## src/rtl/game_pkg.sv

```systemverilog
// Shared cell/winner codes and controller state encoding for the N x N game controller.
package game_pkg;

  localparam logic [1:0] CELL_EMPTY = 2'b00;
  localparam logic [1:0] CELL_X     = 2'b01;
  localparam logic [1:0] CELL_O     = 2'b10;

  localparam logic [1:0] WIN_NONE = 2'b00;
  localparam logic [1:0] WIN_X    = 2'b01;
  localparam logic [1:0] WIN_O    = 2'b10;
  localparam logic [1:0] WIN_DRAW = 2'b11;

  typedef enum logic [2:0] {
    P_WAIT,
    P_CHECK,
    AI_REQ,
    AI_WAIT,
    AI_CHECK,
    DONE
  } game_state_e;

endpackage

```

## src/rtl/win_detect.sv

```systemverilog
// Combinational N-in-a-row detector: flags a complete row, column or diagonal
// of X (x_line) or of O (o_line) on the packed board.
module win_detect
  import game_pkg::*;
#(
  parameter int N = 3
) (
  input  logic [2*N*N-1:0] board,
  output logic             x_line,
  output logic             o_line
);

  localparam int CELLS = N * N;

  function automatic logic line_full(input logic [2*CELLS-1:0] b, input int start,
                                     input int step, input logic [1:0] code);
    logic hit;
    hit = 1'b1;
    for (int k = 0; k < N; k++) begin
      if (b[2*(start+k*step) +: 2] != code) hit = 1'b0;
    end
    return hit;
  endfunction

  function automatic logic any_line(input logic [2*CELLS-1:0] b, input logic [1:0] code);
    logic found;
    found = line_full(b, 0, N + 1, code) | line_full(b, N - 1, N - 1, code);
    for (int i = 0; i < N; i++) begin
      found = found | line_full(b, i * N, 1, code) | line_full(b, i, N, code);
    end
    return found;
  endfunction

  assign x_line = any_line(board, CELL_X);
  assign o_line = any_line(board, CELL_O);

endmodule

```

## src/rtl/game_fsm_nxn.sv

```systemverilog
// N x N tic-tac-toe match controller with move validation and AI handshake.
// Optional AI ack timeout with lowest-free-cell fallback: define GAME_AI_TIMEOUT_EN.
module game_fsm_nxn
  import game_pkg::*;
#(
  parameter  int N          = 3,
  parameter  int AI_TIMEOUT = 255,
  localparam int CELLS      = N * N,
  localparam int IDX_W      = $clog2(CELLS),
  localparam int CNT_W      = $clog2(CELLS + 1)
) (
  input  logic               clk,
  input  logic               rst,
  input  logic               new_game,
  input  logic               two_player,
  input  logic [IDX_W-1:0]   p_tick,
  input  logic               p_confirm,
  input  logic [IDX_W-1:0]   ai_tick,
  input  logic               ai_ack,
  output logic               ai_confirm,
  output logic [2*CELLS-1:0] cell_position,
  output logic [1:0]         winner,
  output logic               player_turn,
  output logic [CNT_W-1:0]   move_cnt,
  output logic               illegal_move,
  output game_state_e        dbg_state
);

  // ai_confirm is a one-cycle request; ai_ack is a one-cycle reply whose ai_tick
  // is only looked at while waiting in AI_WAIT. Strobes in other states are dropped.

  if (N < 3 || N > 8 || AI_TIMEOUT < 1) begin : g_param_check
    $error("game_fsm_nxn: N must be 3..8 and AI_TIMEOUT >= 1");
  end

  game_state_e        state_q, state_d;
  logic [2*CELLS-1:0] board_q, board_d;
  logic [1:0]         winner_q, winner_d;
  logic               turn_q, turn_d;
  logic               tp_q, tp_d;
  logic [CNT_W-1:0]   cnt_q, cnt_d;
  logic               ai_confirm_q, ai_confirm_d;
  logic               illegal_q, illegal_d;
  logic               x_line, o_line;
  logic [1:0]         win_eval;
  logic               wr_en;
  logic [IDX_W-1:0]   wr_idx;
  logic [1:0]         wr_code;

  win_detect #(.N(N)) u_win (
    .board  (board_q),
    .x_line (x_line),
    .o_line (o_line)
  );

  // Out-of-range indices never match a cell, so they read as occupied.
  function automatic logic cell_free(input logic [2*CELLS-1:0] b, input logic [IDX_W-1:0] idx);
    logic free;
    free = 1'b0;
    for (int i = 0; i < CELLS; i++) begin
      if (idx == IDX_W'(i)) free = (b[2*i +: 2] == CELL_EMPTY);
    end
    return free;
  endfunction

  always_comb begin
    if (x_line)                       win_eval = WIN_X;
    else if (o_line)                  win_eval = WIN_O;
    else if (cnt_q == CNT_W'(CELLS))  win_eval = WIN_DRAW;
    else                              win_eval = WIN_NONE;
  end

`ifdef GAME_AI_TIMEOUT_EN
  localparam int TMO_W = $clog2(AI_TIMEOUT + 1);
  logic [TMO_W-1:0] tmo_q, tmo_d;
  logic [IDX_W-1:0] free_idx;

  always_comb begin
    free_idx = '0;
    for (int i = CELLS - 1; i >= 0; i--) begin
      if (board_q[2*i +: 2] == CELL_EMPTY) free_idx = IDX_W'(i);
    end
  end
`endif

  always_comb begin
    state_d   = state_q;
    board_d   = board_q;
    winner_d  = winner_q;
    turn_d    = turn_q;
    tp_d      = tp_q;
    cnt_d     = cnt_q;
    illegal_d = 1'b0;
    wr_en     = 1'b0;
    wr_idx    = '0;
    wr_code   = CELL_X;
`ifdef GAME_AI_TIMEOUT_EN
    tmo_d     = tmo_q;
`endif
    case (state_q)
      P_WAIT: begin
        if (p_confirm) begin
          if (cell_free(board_q, p_tick)) begin
            wr_en   = 1'b1;
            wr_idx  = p_tick;
            wr_code = (two_player && !turn_q) ? CELL_O : CELL_X;
            tp_d    = two_player;
            state_d = P_CHECK;
          end else begin
            illegal_d = 1'b1;
          end
        end
      end
      P_CHECK, AI_CHECK: begin
        winner_d = win_eval;
        if (win_eval != WIN_NONE) begin
          state_d = DONE;
        end else if (state_q == P_CHECK && tp_q) begin
          turn_d  = !turn_q;
          state_d = P_WAIT;
        end else if (state_q == P_CHECK) begin
          turn_d  = 1'b0;
          state_d = AI_REQ;
        end else begin
          turn_d  = 1'b1;
          state_d = P_WAIT;
        end
      end
      AI_REQ: begin
        state_d = AI_WAIT;
`ifdef GAME_AI_TIMEOUT_EN
        tmo_d   = '0;
`endif
      end
      AI_WAIT: begin
        if (ai_ack) begin
          if (cell_free(board_q, ai_tick)) begin
            wr_en   = 1'b1;
            wr_idx  = ai_tick;
            wr_code = CELL_O;
            state_d = AI_CHECK;
          end else begin
            illegal_d = 1'b1;
            state_d   = AI_REQ;
          end
        end
`ifdef GAME_AI_TIMEOUT_EN
        else if (tmo_q == TMO_W'(AI_TIMEOUT - 1)) begin
          wr_en   = 1'b1;
          wr_idx  = free_idx;
          wr_code = CELL_O;
          state_d = AI_CHECK;
        end else begin
          tmo_d = tmo_q + 1'b1;
        end
`endif
      end
      DONE:    state_d = DONE;
      default: state_d = P_WAIT;
    endcase

    if (wr_en) begin
      for (int i = 0; i < CELLS; i++) begin
        if (wr_idx == IDX_W'(i)) board_d[2*i +: 2] = wr_code;
      end
      cnt_d = cnt_q + 1'b1;
    end

    // A clear request overrides any move accepted in the same cycle.
    if (new_game) begin
      state_d   = P_WAIT;
      board_d   = '0;
      winner_d  = WIN_NONE;
      turn_d    = 1'b1;
      tp_d      = 1'b0;
      cnt_d     = '0;
      illegal_d = 1'b0;
    end

    ai_confirm_d = (state_d == AI_REQ);
  end

  always_ff @(posedge clk) begin
    if (rst) begin
      state_q      <= P_WAIT;
      board_q      <= '0;
      winner_q     <= WIN_NONE;
      turn_q       <= 1'b1;
      tp_q         <= 1'b0;
      cnt_q        <= '0;
      ai_confirm_q <= 1'b0;
      illegal_q    <= 1'b0;
`ifdef GAME_AI_TIMEOUT_EN
      tmo_q        <= '0;
`endif
    end else begin
      state_q      <= state_d;
      board_q      <= board_d;
      winner_q     <= winner_d;
      turn_q       <= turn_d;
      tp_q         <= tp_d;
      cnt_q        <= cnt_d;
      ai_confirm_q <= ai_confirm_d;
      illegal_q    <= illegal_d;
`ifdef GAME_AI_TIMEOUT_EN
      tmo_q        <= tmo_d;
`endif
    end
  end

  assign ai_confirm    = ai_confirm_q;
  assign cell_position = board_q;
  assign winner        = winner_q;
  assign player_turn   = turn_q;
  assign move_cnt      = cnt_q;
  assign illegal_move  = illegal_q;
  assign dbg_state     = state_q;

endmodule

```

## config.mk

```make
export PLATFORM = sky130hd
export DESIGN_NAME = game_fsm_nxn
export DESIGN_NICKNAME = d
export VERILOG_FILES = /design/src/rtl/game_pkg.sv /design/src/rtl/win_detect.sv /design/src/rtl/game_fsm_nxn.sv
export SDC_FILE = /design/constraint.sdc
export NUM_CORES = 1
export LEC_CHECK = 0
export CAP_MARGIN = 5
export CORE_MARGIN = 5
export CORE_UTILIZATION = 45
export DETAILED_ROUTE_END_ITERATION = 10
export PLACE_DENSITY_LB_ADDON = 0.08
export SKIP_LAST_GASP = 1
export SLEW_MARGIN = 30
export SYNTH_ARGS = -nofsm -noshare
export SYNTH_HDL_FRONTEND = slang
export SYNTH_SLANG_ARGS = --single-unit
```

## constraint.sdc

```tcl
create_clock -name clk -period 2.6 [get_ports clk]
set_clock_uncertainty 0.1 [all_clocks]
set_input_delay 0.52 -clock clk [delete_from_list [all_inputs] [get_ports clk]]
set_output_delay 0.52 -clock clk [all_outputs]
set_load 0.05 [all_outputs]
```

; Yosys cells after proc, flatten, opt, wreduce, memory -nomap -nowiden
; Index checks and enable logic that the tools add are counted.
; Widths: inputs -> output; s select.
[totals]
wordCells = 210
register_bits = 31
output_inout_bits = 30
[op_classes]
bitwise = 15
reduce_logical = 30
add_sub_neg = 1
muxes = 99
eq_ne = 49
[op_table]
columns = op, count
row1 = $mux 1, 74
row2 = $eq 4x3->1 const B, 12
row3 = $eq 4x2->1 const B, 6
row4 = $mux 2, 10
row5 = $reduce_and 2->1, 10
row6 = $logic_not 2->1, 9
row7 = $mux 3, 6
row8 = $ne 2x1->1 const B, 9
row9 = $ne 2x2->1 const B, 9
row10 = $eq 4x4->1 const B, 4
row11 = $mux 4, 4
row12 = $pmux 3 s5, 1
row13 = $or 1x1->1, 14
row14 = $eq 4x1->1 const B, 3
row15 = $logic_not 4->1, 3
row16 = $eq 3x2->1 const B, 3
row17 = $pmux 4 s2, 1
row18 = $eq 3x3->1 const B, 2
row19 = $add 4x1->4 const B, 1
row20 = $pmux 1 s2, 2
row21 = $pmux 2 s2, 1
row22 = $reduce_or 2->1, 2
row23 = $eq 3x1->1 const B, 1
row24 = $logic_not 3->1, 1
row25 = 5 further kinds, 6

; Longest topological paths before layout
[depth]
depth_word = 18
mapped_depth = 8

; Hierarchy
; From an unflattened synthesis, not the netlist that was laid out.
[hier_totals]
hier_cells = 243
area_unflattened_um2 = 2003.2
[modules_own_cells]
columns = module, cells_per_inst, n_inst, area_per_inst_um2, seq_area_each_um2
row1 = game_fsm_nxn, 211, 1, 1795.5, 620.6
row2 = win_detect, 32, 1, 207.7, 0.0

; Worst setup path before layout
; OpenSTA, ideal clock, no wires.
[synth_timing]
kind = flip-flop to flip-flop
from = register state_q[0], in the netlist dbg_state[0]
to = register cnt_q[3], in the netlist move_cnt[3]
required_time_ps = 2429
synth_period_minus_slack_ps = 2462
stages_incl_launch_ff = 9
setup_slack_ps = 138
setup_ps = 71
arrival_time_ps = 2291
path_cell_list = dfxtp_1 buf_6 and4b_1 o21ai_2 a2111o_2 nand2_1 nor2_1 or3_1 a21oi_1
[synth_between]
elab_chain_cells = 2
elab_cells_between_ends = 3
cone_classes = eq/ne: 1 / mux: 1 / reduce/logical: 1
[synth_lines]
columns = item, line_no
row1 = start: declaration, game_fsm_nxn.sv:36  ; game_state_e state_q, state_d;
row2 = start signal: assignment, game_fsm_nxn.sv:197  ; state_q <= state_d;
row3 = $eq 3x2->1 / $logic_not 3->1 (equally long branches), game_fsm_nxn.sv:100  ; case (state_q)
row4 = $pmux 1 s2 *, game_fsm_nxn.sv:100
row5 = end signal: assignment, game_fsm_nxn.sv:202  ; cnt_q <= cnt_d;
row6 = end: declaration, game_fsm_nxn.sv:41  ; logic [CNT_W-1:0] cnt_q, cnt_d;
; Every way passes the cells marked *; elsewhere a longest branch is shown, timed or not.
; A chain may end at the register's enable or synchronous reset.

; Worst setup path in the final report
[layout_timing]
from = input port p_tick[2]
to = register cnt_q[3], in the netlist move_cnt[3]
[layout_between]
elab_chain_cells = 15
elab_cells_between_ends = 23
cone_classes = eq/ne: 8 / mux: 14 / reduce/logical: 1
[layout_lines]
columns = item, line_no
row1 = start: declaration, game_fsm_nxn.sv:16  ; input logic [IDX_W-1:0] p_tick,
row2 = $logic_not 4->1, game_fsm_nxn.sv:61  ; if (idx == IDX_W'(i)) free = (b[2*i +: 2] == CELL_EMPTY);
row3 = $mux 1 (8 in series), game_fsm_nxn.sv:61
row4 = $mux 1 *, game_fsm_nxn.sv:61
row5 = $mux 1 *, game_fsm_nxn.sv:102  ; if (p_confirm) begin
row6 = $mux 1 *, game_fsm_nxn.sv:100
row7 = $mux 1 *, game_fsm_nxn.sv:103  ; if (cell_free(board_q, p_tick)) begin
row8 = $mux 1 *, game_fsm_nxn.sv:102
row9 = $pmux 1 s2 *, game_fsm_nxn.sv:100
; Every way passes the cells marked *; elsewhere a longest branch is shown, timed or not. The select of a mux whose other input is x is not followed.

==> flow_summary.yaml <==
layout:
  fill_cells: 361
  synthToLayoutAreaGrowth_pct: 45.9
  final_nets: 335
  n_antenna_cell: 0
  drive_gt1_share_pct: 21.3
grt:
  grt_max_degree: 13
  grtUsageTotal_pct: 24.1
  antenna_found_initial: 0
  grt_overflow: 0
  grt_pass1_vias: 2106
  grt_pass1_wl_mm: 10.2
critical_path:
  path_buf_inv: 4
  arrival_ns: 2.66
  endpoint_kind: "register"
  worstPathRequired_ns: 2.72
  crit_type: "input pin to register"
  crit_path_max_incr_delay_ns: 0.55
  worst_path_max_delay_cell: "mux4_2"
  crit_family: "buffers and inverters"
  critPathMostFrequentCell: "buf_4"
  start_kind: "input pin"
  crit_fanout: 8
  path_cells: "clkdlybuf4s50_1 -> inv_1 -> mux4_2 -> buf_4 -> nand3_2 -> nand3_4 -> nor2_1 -> buf_4 -> o21ai_0 -> a21oi_1"
placed_design:
  hpwl_mm: 4.70
  portBuffers: 43
  place.gp.congestion: 0.865
clocking:
  cts_tree: "yes"
  cts_root_buf: "clkbuf_8"
  clkTransAtPathRegs_ns: 0.07
  cts_buffer_depth: 2
  cts-htree-levels: 2
  cts_made_buffers: 5
  clkLatencyLatePin_ns: 0.29
  numClockSinks: 31
logic_synthesis:
  yosys-top-cells-area: "dfxtp_1 32%, nor4bb_1 7.3%, nand2_1 6.3%"
  syn_area_per_cell_um2: 8.02
  yosys.area.top_type_share_pct: 32.4
  synth_area_mm2: 0.00192
  async_flop_share_pct: 0
  synth_edf_count: 0
  synth_nets: 255
  ys_types: 54
  ys_seq_area_share_pct: 32.4
  synth_top_area_cell: "dfxtp_1"
  ys.warnings.count: 0
  synth_top_flop_cell: "dfxtp_1"
  syn_inst: 239
  synth-seq-cells: 31
die:
  num_io_pins: 44
  die_x_um: 75.2
  placementRows: 23
  start_util_pct: 47.2
  fp.dieArea_mm2: 0.00566
  die_y_um: 75.2
  core_mm2: 0.00406
timing:
  fmax_ghz: 0.394
  slew_viol_final: 0
  tns_ns: 0
  worst_pin_slew_ns: 0.512
  finalCriticalPeriod_ns: 2.54
  rsz0062_at_grt: "no"
  slew_headroom_pct: 65.7
  fin_hold_ws_ns: 0.380
  setup_viol: 0
  hold_violations: 0
  fin_crit_sh_pct: 97.7
drt:
  via_per_inst: 5.86
  drt-wirelength-per-cell_um: 17.0
  drt-pass1-iter-count: 4
  drc_errors: 0
  drt-total-wl_mm: 6.29
  drtIter0Drc: 236
  vias: 2167
  antenna_left: 0
power:
  ir_drop_mv: 0.278
  power_density_mw_per_mm2: 411
  power.leakage_nw: 1.03
hold_path:
  hold_path_class: "register to register"
run_status:
  status: "completed"
run:
  drv_cap: 0
[worst min-delay path, stage by stage (launching register included)]
cell     delay (ns)
dfxtp_1        0.31
o21ai_0        0.07
a21oi_1        0.06
[where the power goes]
part           switching, mW  internal [mW]
clock network          0.187          0.310
registers            0.00551          0.480
logic                 0.0895         0.0779
[state kept, by name, indices dropped and copies added (netlist names)]
signal,cells
move_cnt,4
ai_confirm,1
illegal_move,1
winner,2
dbg_state,3
cell_position,18
player_turn,1
tp_q,1
[path summary, 6_finish.rpt]
| path | cells past startpoint | endpoint | startpoint | slack [ns] |
|---|---|---|---|---|
| min reg2reg | 2 | winner[1] | winner[1] | 0.38 |
| min | 2 | winner[1] | winner[1] | 0.38 |
| max | 10 | move_cnt[3] | p_tick[2] | 0.06 |
| max reg2reg | 8 | cell_position[4] | dbg_state[1] | 0.26 |
[timing repair]
action | CTS | global route
hold buffers | 0 | 0
cloned | 0 | 0
endpoints found under the setup margin | 11 | 12
buffers inserted | 0 | 2
pin swaps | 0 | 5
gates resized for setup | 5 | 10
[layout make-up]
| type | count | area [µm²] | share of cell area [%] |
|---|---|---|---|
| multi-input cells | 193 | 1250 | 44.7 |
| clock buffers | 6 | 82.6 | 2.95 |
| flip-flops and latches | 31 | 621 | 22.2 |
| well taps | 50 | 62.6 | 2.24 |
| repair buffers | 82 | 722 | 25.8 |
| inverters | 6 | 22.5 | 0.806 |
| clock inverters | 2 | 35.0 | 1.25 |
[layout by cell type (no fill, tap or decap), types with 3 or more instances in the layout]
| master | n |
|---|---|
| or2_2 | 3 |
| a31oi_1 | 3 |
| nand2_1 | 31 |
| clkdlybuf4s50_1 | 39 |
| o21ai_0 | 13 |
| nor3_1 | 5 |
| a21oi_1 | 13 |
| nor2b_1 | 5 |
| nand2b_1 | 5 |
| nor4bb_1 | 14 |
| nand3_1 | 3 |
| o22ai_1 | 3 |
| o21ai_1 | 14 |
| clkbuf_8 | 6 |
| nor3b_1 | 4 |
| nor2_1 | 27 |
| dfxtp_1 | 31 |
| buf_4 | 39 |
| inv_1 | 6 |
| nand4_1 | 4 |
[per-layer routing]
| layer | global-route usage (%) | share of wire, % |
|---|---|---|
| met1 | 32.1 | 42 |
| met2 | 38.8 | 48 |
| met3 | 5.47 | 8.5 |
| met4 | 7.96 | 1.5 |
| met5 | 0 | 0 |
[synth_stat cells, types with 3 or more instances]
cell type,n
nor4bb_1,14
nand4_1,4
nand3_1,3
nor2_1,27
nor3_1,5
nand2b_1,5
inv_1,6
o21ai_0,14
clkbuf_1,4
nand2_1,32
a31oi_1,4
o22ai_1,3
a21oi_1,13
nor2b_1,5
buf_6,3
or2_2,3
dfxtp_1,31
o21ai_1,14
nand3_2,3
nor3b_1,4
[metrics by stage]
| stage | util (%) | std cells | total power [mW] | cell area (µm²) | setup WS, ns |
|---|---|---|---|---|---|
| after floorplan | - | 239 | 0.576 | 1920 | 0.138 |
| after global placement | 64.7 | 360 | 0.658 | 2630 | -0.351 |
| after detailed placement | 64.7 | 360 | 0.658 | 2630 | -0.398 |
| after CTS | 67.9 | 368 | 1.15 | 2760 | 0.0220 |
| after global routing | 68.9 | 370 | 1.20 | 2800 | 0.00324 |
| final | 68.9 | 370 | 1.15 | 2800 | 0.0600 |
[cell families after synthesis]
family                     after synthesis  synth area share (%)
DFF                                     31                  32.4
buffers and inverters                   15                  4.38
adders and majority gates                2                  1.31
and+or+nand+nor                        116                  35.0
xor gates and xnor gates                 3                  1.37
AOI/OAI and AO/OA                       69                  22.7
muxes                                    3                  2.87
(Power assumes the default switching activity.)
==> variant (same flow settings) <==
`N` is set to 3 in 2 places; all go to 5.
--- a/src/rtl/win_detect.sv
+++ b/src/rtl/win_detect.sv
@@ -3,7 +3,7 @@
 module win_detect
   import game_pkg::*;
 #(
-  parameter int N = 3
+  parameter int N = 5
 ) (
   input  logic [2*N*N-1:0] board,
   output logic             x_line,
--- a/src/rtl/game_fsm_nxn.sv
+++ b/src/rtl/game_fsm_nxn.sv
@@ -3,7 +3,7 @@
 module game_fsm_nxn
   import game_pkg::*;
 #(
-  parameter  int N          = 3,
+  parameter  int N          = 5,
   parameter  int AI_TIMEOUT = 255,
   localparam int CELLS      = N * N,
   localparam int IDX_W      = $clog2(CELLS),
Ports: changed (resized ai_tick, cell_position, move_cnt and p_tick); port bits go from 44 to 79. The function was not compared with the original's and may differ.
==> variant against the unedited design <==
The run now ends with negative setup slack left. Total power up 140%. First-iteration DRC count rose to 2.8 times the old value. Worst hold slack better by 0.019 ns. Wire length rose to 3.2 times the old value. Non-clock buffer count up 164. Count of clock-buffer cells in the layout up 4. Design area rose to 2.5 times the old value. Synthesized area up 110%. Sequential cell count up 33. Setup slack worse by 0.27 ns. Register-to-register slack worse by 0.34 ns. Critical path type unchanged.
==> variant: results (changes against the unedited design) <==
stage,metric,value,unit,change
layout,drive_above_1_share,40.7,%,was 21.3%
timing,tns,-6.77,ns,was 0 ns
timing,tightest_slew,0.589,ns,was 0.512 ns
clock_tree,cts_resized,72,,was 5
clock_tree,cts_buffers,9,,was 5
grt,grt_max_degree,30,,was 13
detailed_routing,wire_per_inst,24.0,um,was 17.0 um
status,violations,negative setup slack,,
critical_path,reg2reg_to,cell_position[43],,was cell_position[4]
critical_path,cp_max_fo,6,,was 8
placement,pre_cts_ws,-0.862,ns,was -0.398 ns
placement,place_area,0.00601,mm^2,was 0.00263 mm^2
layout,nets,745,,was 335
synthesis,syn_area_per_cell,8.17,um^2,was 8.02 um^2
pwr,p_seq,0.992,mW,was 0.486 mW
placement,place_congestion,1.01,,was 0.865
critical_path,slowest_stage,o211ai_1,,was mux4_2
status,status,"finished, violations left",,"was complete, no violations"
grt,first_global_vias,5249,,was 2106
placement,place_inst,789,,was 360
synthesis,synth_mux_area_share,0.765,%,was 2.87%
synthesis,synthTopCellsByCount,"64 x dfxtp_1, 50 x nor2_1, 50 x nor2b_1",,"was 32 x nand2_1, 31 x dfxtp_1, 27 x nor2_1"
timing,worst_slack,-0.210,ns,was 0.0600 ns
critical_path,rrSetupSlack,-0.08,ns,was 0.26 ns
detailed_routing,drtIter0Drc,658,,was 236
critical_path,max_stage_delay,0.25,ns,was 0.55 ns
layout,regArea,0.00130,mm^2,was 621 um^2
detailed_routing,vias,5485,,was 2167
pwr,clk-power,1.14,mW,was 0.497 mW
critical_path,critPathArrivalTime,2.96,ns,was 2.66 ns
pwr,power_leakage,2.83,nW,was 1.03 nW
timing,finalSetupViolations,50,,was 0
clock_tree,cts.sinks,64,,was 31
synthesis,seq_area_frac_synth,31.3,%,was 32.4%
layout,final_cells,841,,was 370
detailed_routing,firstDrtPassIters,6,,was 4
critical_path,reg2reg_from,cell_position[31],,was dbg_state[1]
grt,antenna_found_initial,1,,was 0
synthesis,synth_cell_types,70,,was 54
layout,fillers,543,,was 361
clock_tree,post_cts_buffers,19,,was 0
clock_tree,cts_max_level,3,,was 2
grt,grt_pass1_wl,28900,um,was 10200 um
synthesis,synth_compound_area_share,30.1,%,was 22.7%
[variant: changes by cell type in the layout (fill, tap and decap cells not counted), sizes merged, moves of 10 or more]
cell	delta
a21oi	+16
clkdlybuf4s50	+29
nor3	+18
buf	+132
nand2b	+12
nor4bb	-12
nand4	+18
nor2	+26
o21ai	-10
nand2	-16
dfxtp	+33
nor2b	+45
a22o	+40
[variant: area by class of cell]
| type | instances | share of cell area (%) |
|---|---|---|
| clock inverters | 6 | 1.63 |
| flip-flops and latches | 64 | 18.3 |
| inverters | 12 | 0.636 |
| diodes | 1 | 0.0354 |
| multi-input cells | 394 | 43.9 |
| clock buffers | 10 | 1.94 |
| repair buffers | 246 | 31.6 |
| well taps | 108 | 1.91 |
[variant: worst min path at each step]
stage               from  slack [ns]  cells past startpoint          end
2_1_floorplan       tp_q        0.37                      2  player_turn
3_3_place_gp   winner[1]        0.38                      2    winner[1]
3_5_place_dp   winner[1]        0.39                      2    winner[1]
4_1_cts        winner[1]        0.41                      2    winner[1]
5_1_grt        winner[1]        0.45                      2    winner[1]
6_report       winner[1]        0.40                      2    winner[1]
[variant: routing by layer]
metal | vias up | global-route usage, % | part of all wire, %
met5 | - | 0 | 0
met4 | 0 | 13.5 | 7.1
met3 | 145 | 7.03 | 10
met2 | 399 | 55.9 | 46
met1 | 2579 | 40.7 | 37
li1 | 2362 | - | -
[variant: cells by family (layout without fill, tap and decap cells)]
logic type | count (synthesis) | count (layout)
AND/OR/NAND/NOR | 223 | 223
AO/OA/AOI/OAI | 161 | 161
flip-flops | 64 | 64
buffers and inverters | 43 | 274
XOR/XNOR | 5 | 5
multiplexers | 3 | 3
adder cells (fa/ha/maj) | 2 | 2
other | 0 | 1
[variant: critical path: cells and delay by family]
kind            cells  cell delay [ns]
simple gates        2             0.41
compound gates      6             1.16
buf+inv             6             0.86
